**src/rtl/shift_add_mult32.sv**
```systemverilog
// shift_add_mult32: iterative unsigned WIDTH x WIDTH -> 2*WIDTH multiplier.
// It performs one shift-and-add step per clock through an external ripple-carry
// adder that is reached via the add_* ports. The accumulator {hi,lo} shifts
// right by one bit each step. The adder's carry-out is kept as the new hi MSB,
// so the 33-bit partial sum is never truncated.
module shift_add_mult32 #(
  parameter int WIDTH = 32
) (
  input  logic                 clk,
  input  logic                 reset,
  input  logic                 start,
  input  logic [WIDTH-1:0]     a,
  input  logic [WIDTH-1:0]     b,
  output logic                 busy,
  output logic                 done,
  output logic [2*WIDTH-1:0]   product,
  output logic [WIDTH-1:0]     add_a,
  output logic [WIDTH-1:0]     add_b,
  output logic                 add_cin,
  input  logic [WIDTH-1:0]     add_sum,
  input  logic                 add_carry
);

  localparam int CNT_W = 6;
  localparam logic [CNT_W-1:0] LAST_STEP = CNT_W'(WIDTH - 1);

  typedef enum logic [1:0] {
    IDLE = 2'd0,
    RUN  = 2'd1,
    DONE = 2'd2
  } state_t;

  state_t             r_state;
  state_t             w_state_nxt;
  logic [WIDTH-1:0]   r_mcand;
  logic [WIDTH-1:0]   r_hi;
  logic [WIDTH-1:0]   r_lo;
  logic [CNT_W-1:0]   r_count;
  logic               w_load;
  logic               w_step;

  // An accepted start is any start seen outside RUN; the operands are captured on that edge
  assign w_load = start && (r_state != RUN);
  assign w_step = (r_state == RUN);

  // Adder operands come straight from the registers: hi plus the gated multiplicand
  assign add_a   = r_hi;
  assign add_b   = r_lo[0] ? r_mcand : '0;
  assign add_cin = 1'b0;

  assign product = {r_hi, r_lo};

  // State register; reset aborts any multiply in flight
  always_ff @(posedge clk or posedge reset) begin
    if (reset) begin
      r_state <= IDLE;
    end else begin
      r_state <= w_state_nxt;
    end
  end

  // Next-state and status outputs; DONE lasts exactly one cycle
  always_comb begin
    w_state_nxt = r_state;
    busy        = 1'b0;
    done        = 1'b0;
    unique case (r_state)
      IDLE: begin
        if (start) w_state_nxt = RUN;
      end
      RUN: begin
        busy = 1'b1;
        if (r_count == LAST_STEP) w_state_nxt = DONE;
      end
      DONE: begin
        done        = 1'b1;
        w_state_nxt = start ? RUN : IDLE;
      end
      default: begin
        w_state_nxt = IDLE;
      end
    endcase
  end

  // Datapath: load on an accepted start, otherwise one shift-and-add per RUN cycle
  always_ff @(posedge clk or posedge reset) begin
    if (reset) begin
      r_mcand <= '0;
      r_hi    <= '0;
      r_lo    <= '0;
      r_count <= '0;
    end else if (w_load) begin
      r_mcand <= a;
      r_hi    <= '0;
      r_lo    <= b;
      r_count <= '0;
    end else if (w_step) begin
      // The carry-out becomes the new hi MSB; the sum LSB shifts into lo
      r_hi    <= {add_carry, add_sum[WIDTH-1:1]};
      r_lo    <= {add_sum[0], r_lo[WIDTH-1:1]};
      r_count <= r_count + 1'b1;
    end
  end

endmodule

```
**config.mk**
```make
export PLATFORM = sky130hd
export DESIGN_NAME = shift_add_mult32
export DESIGN_NICKNAME = d
export VERILOG_FILES = /design/src/rtl/shift_add_mult32.sv
export SDC_FILE = /design/constraint.sdc
export NUM_CORES = 1
export LEC_CHECK = 0
export CORE_MARGIN = 2
export CORE_UTILIZATION = 37
export DETAILED_ROUTE_END_ITERATION = 12
export GPL_TIMING_DRIVEN = 0
export PLACE_DENSITY = 0.83
export SLEW_MARGIN = 25
export SYNTH_ARGS = -nofsm -noshare
export SYNTH_HDL_FRONTEND = slang
export SYNTH_SLANG_ARGS = --single-unit
```
**constraint.sdc**
```tcl
create_clock -name clk -period 3.5 [get_ports clk]
set_input_delay 0.525 -clock clk [delete_from_list [all_inputs] [get_ports clk]]
set_output_delay 0.525 -clock clk [all_outputs]
set_load 0.005 [all_outputs]
```
Word level (Yosys, flattened, before mapping)
Cells that the tools add are included.
Widths: inputs -> output; s select.

storage, ports and cells
  logic and storage cells = 29
  register bits after elaboration = 104
  input bits = 100
  output and inout bits = 131

cells by class
  add/subtract/negate cells = 1
  reductions and logical operators = 4
  muxes and demuxes = 13
  equality and inequality tests = 6

operator list
  cell                 number
  $mux 32              5
  $mux 6               2
  $add 6x1->6 const B  1
  $eq 6x5->1 const B   1
  $pmux 2 s3           1
  $mux 2               2
  $ne 2x1->1 const B   2
  $mux 1               3
  $eq 2x1->1 const B   1
  $eq 2x2->1 const B   1
  $logic_not 2->1      1
  $ne 2x2->1 const B   1
  $reduce_and 2->1     1
  $reduce_bool 2->1    1
  $logic_and 1x1->1    1

Logic depth before layout (Yosys ltp)
  depth after elaboration = 3
  gate-level depth with buffers = 8
  gate-level depth less buffers = 4

Worst setup path after synthesis
Ideal clock, no wire load.

  kind = register to output
  start point = register r_state[1]
  end point = output port busy
  buffers on the path = 3
  stages on the path, launching flop included = 6
  path slack = 2.002 ns
  data required time = 2.975 ns
  arrival = 0.973 ns
  cells stage by stage = dfrtp_1 > nand2b_1 > buf_6 > inv_4 > buf_6 > buf_2

on the way
  word-level cells in the longest chain between the ends = 2

ends and longest elaborated chain
  item                      RTL line  text
  start: declaration        33        state_t r_state;
  start signal: assignment  58        r_state <= w_state_nxt;
  $eq 2x1->1                67        unique case (r_state)
  $mux 1                    67
  end: declaration          14        output logic busy,

No other way between the ends.

Worst setup path in the final report
Same ends and word-level chain as after synthesis.

==> out/results.ini <==
[die]
coreArea_mm2=0.0127
io-pin-count=231
placementRows=41
die-width_um=118
die_area_mm2=0.0139
die_h_um=118
initial_core_util_pct=37.9

[worst_setup_path]
r2r-end=r_mcand[12]
start_kind=flop
startpoint=r_state[1]
endpoint_kind=output pin
crit_fanout=10
r2r_cells=5
crit_required_ps=2970
crit_type=reg -> out
worstSetupEndpoint=busy
reg2reg_from=r_state[1]
r2r_setup_slack_ps=2000
cp.arrival_ps=2010

[drt]
drtIter0Drc=239
drc=0
wl_per_cell_um=15.3
drtAntennaViolNets=0
wl_um=13400
vias=4129
firstDrtPassIters=5
viasPerCell=4.72

[logic_synthesis]
synthArstFlopShare_pct=100
yosysMostFrequentCell=dfrtp_1
synth_area_leaders=dfrtp_1, nand2_1, mux2_2
synth_ff_type=dfrtp_1
syn_area_mm2=0.00481
syn_area_per_cell_um2=10.5
synth_edf_count=0
synth_largest_area_cell=dfrtp_1
yosysTopAreaCellShare_pct=54.1
yosys_warnings=0
synth.distinct_cells=32
synth_cells=458
synthTopCellsByCount=dfrtp_1, nand2_1, o21ai_0
syn-num-nets=559
yosysSeqAreaShare_pct=54.1
synth_seq_cells=104

[clocking]
cts-hold-fix-buffers=0
clock_path_buffers=2
cts_made_buffers=9
cts_resized=0
root_buffer=clkbuf_16
clock_latency_ps=330
post-cts-setup-buffers=0
cts_tree=done
path_clk_slew_ps=70
cts.sinks=104
htreeDepth=3

[global_routing]
grt_max_degree=79
grt_pass1_vias=4234
grt_usage_pct=19.1
grt_antenna_before_repair=0
grt_first_pass_wirelength_um=21700
overflow=0

[layout]
syn_to_final_growth_pct=59.8
instances_no_fill=875
fin_nets=799
multi_input_area_mm2=0.00176
nFillCells=1056
regArea_mm2=0.00260
antenna_cells=0
layout-drive-gt1-share_pct=14.9

[run]
maxCapViolCount=0

[placement]
dp_cells=859
place.gp.congestion=0.774
dpl.hpwl_um=10200
port-buffer-count=228

[timing]
min_period_ps=2530
finClkSkew_ps=9.61
maxSlewViolCount=0
hold_viol=0
rsz0062_at_grt=false
fmax_mhz=395
period_share_pct=72.3
setup_viol=0

[min_path]
hold_class=reg -> reg

[power]
ir_drop_mv=0.197
power.density_mw_per_mm2=368
p_leak_nw=3.35
p_total_mw=2.82

[outcome]
status=complete, no violations

==> metal layers <==
layer / global-route usage [%] / part of all wire, % / up-vias
met1: 23.3 / 40 / 1980
met4: 7.45 / 2.1 / 0
met5: 0 / 0 / -
li1: - / - / 1967
met2: 33.7 / 52 / 161
met3: 3.05 / 5.3 / 21
==> worst max-delay path: stages (launching register included) <==
cell	delay (ps)
dfrtp_1	400
nand2b_1	170
buf_6	140
inv_4	60
buf_6	140
buf_2	220
clkdlybuf4s50_1	540
==> layout make-up <==
type                    instances  area share, %
flip-flops and latches        104           33.9
repair buffers                229           30.1
multi-input cells             288           22.9
plain buffers                  63           5.60
clock buffers                  11           3.16
well taps                     172           2.80
clock inverters                 5           1.35
inverters                       3          0.244
==> layout by cell type (no fill, tap or decap), types with 2 or more instances in the layout <==
master,count
clkbuf_2,3
nand3b_1,2
buf_6,6
o21ai_0,51
o211ai_1,2
dfrtp_1,104
clkbuf_1,9
nand3_1,5
nand2_1,100
o21ai_1,16
mux2i_1,32
clkbuf_16,9
bufinv_16,3
buf_2,11
nand4_1,2
clkdlybuf4s50_1,228
mux2_2,31
and2_1,33
buf_4,35
==> where the power goes <==
| group | internal [mW] | switching, mW |
|---|---|---|
| Sequential | 1.24 | 0.0332 |
| Clock | 0.719 | 0.428 |
| Combinational | 0.270 | 0.131 |
==> worst min path at each step <==
stage | slack [ps] | depth (start not counted) | end | startpoint
2_1_floorplan | 460 | 1 | r_mcand[27] | r_mcand[27]
3_3_place_gp | 470 | 1 | r_mcand[27] | r_mcand[27]
3_5_place_dp | 480 | 1 | r_mcand[27] | r_mcand[27]
4_1_cts | 490 | 1 | r_mcand[27] | r_mcand[27]
5_1_grt | 510 | 1 | r_mcand[8] | r_mcand[8]
6_report | 490 | 1 | r_mcand[27] | r_mcand[27]
==> metrics by stage <==
stage                     setup slack [ps]  hold slack, ps  setup TNS [ps]  utilization (%)  area, um2
final                                  968             493               0             60.6       7680
after floorplan                        243             456               0                -       4810
after CTS                              934             494               0             60.6       7680
after global placement               -1210             467         -125060             57.6       7300
after global routing                   857             509               0             60.6       7680
after detailed placement              1300             478               0             57.9       7340
==> logic make-up (layout without fill, tap and decap cells) <==
family,count (synthesis),after routing,synth area share (%)
muxes,64,64,14.2
other,1,1,0.0780
and+or+nand+nor,149,149,14.2
buffers and inverters,66,311,9.24
DFF,104,104,54.1
AOI/OAI and AO/OA,73,73,7.94
adders and majority gates,1,1,0.260
==> state kept, by name (all words and copies together) (netlist names) <==
register	flops
r_mcand	32
r_lo	32
r_state	2
add_a	32
r_count	6
Note: power is estimated with default switching activity, not from simulation.
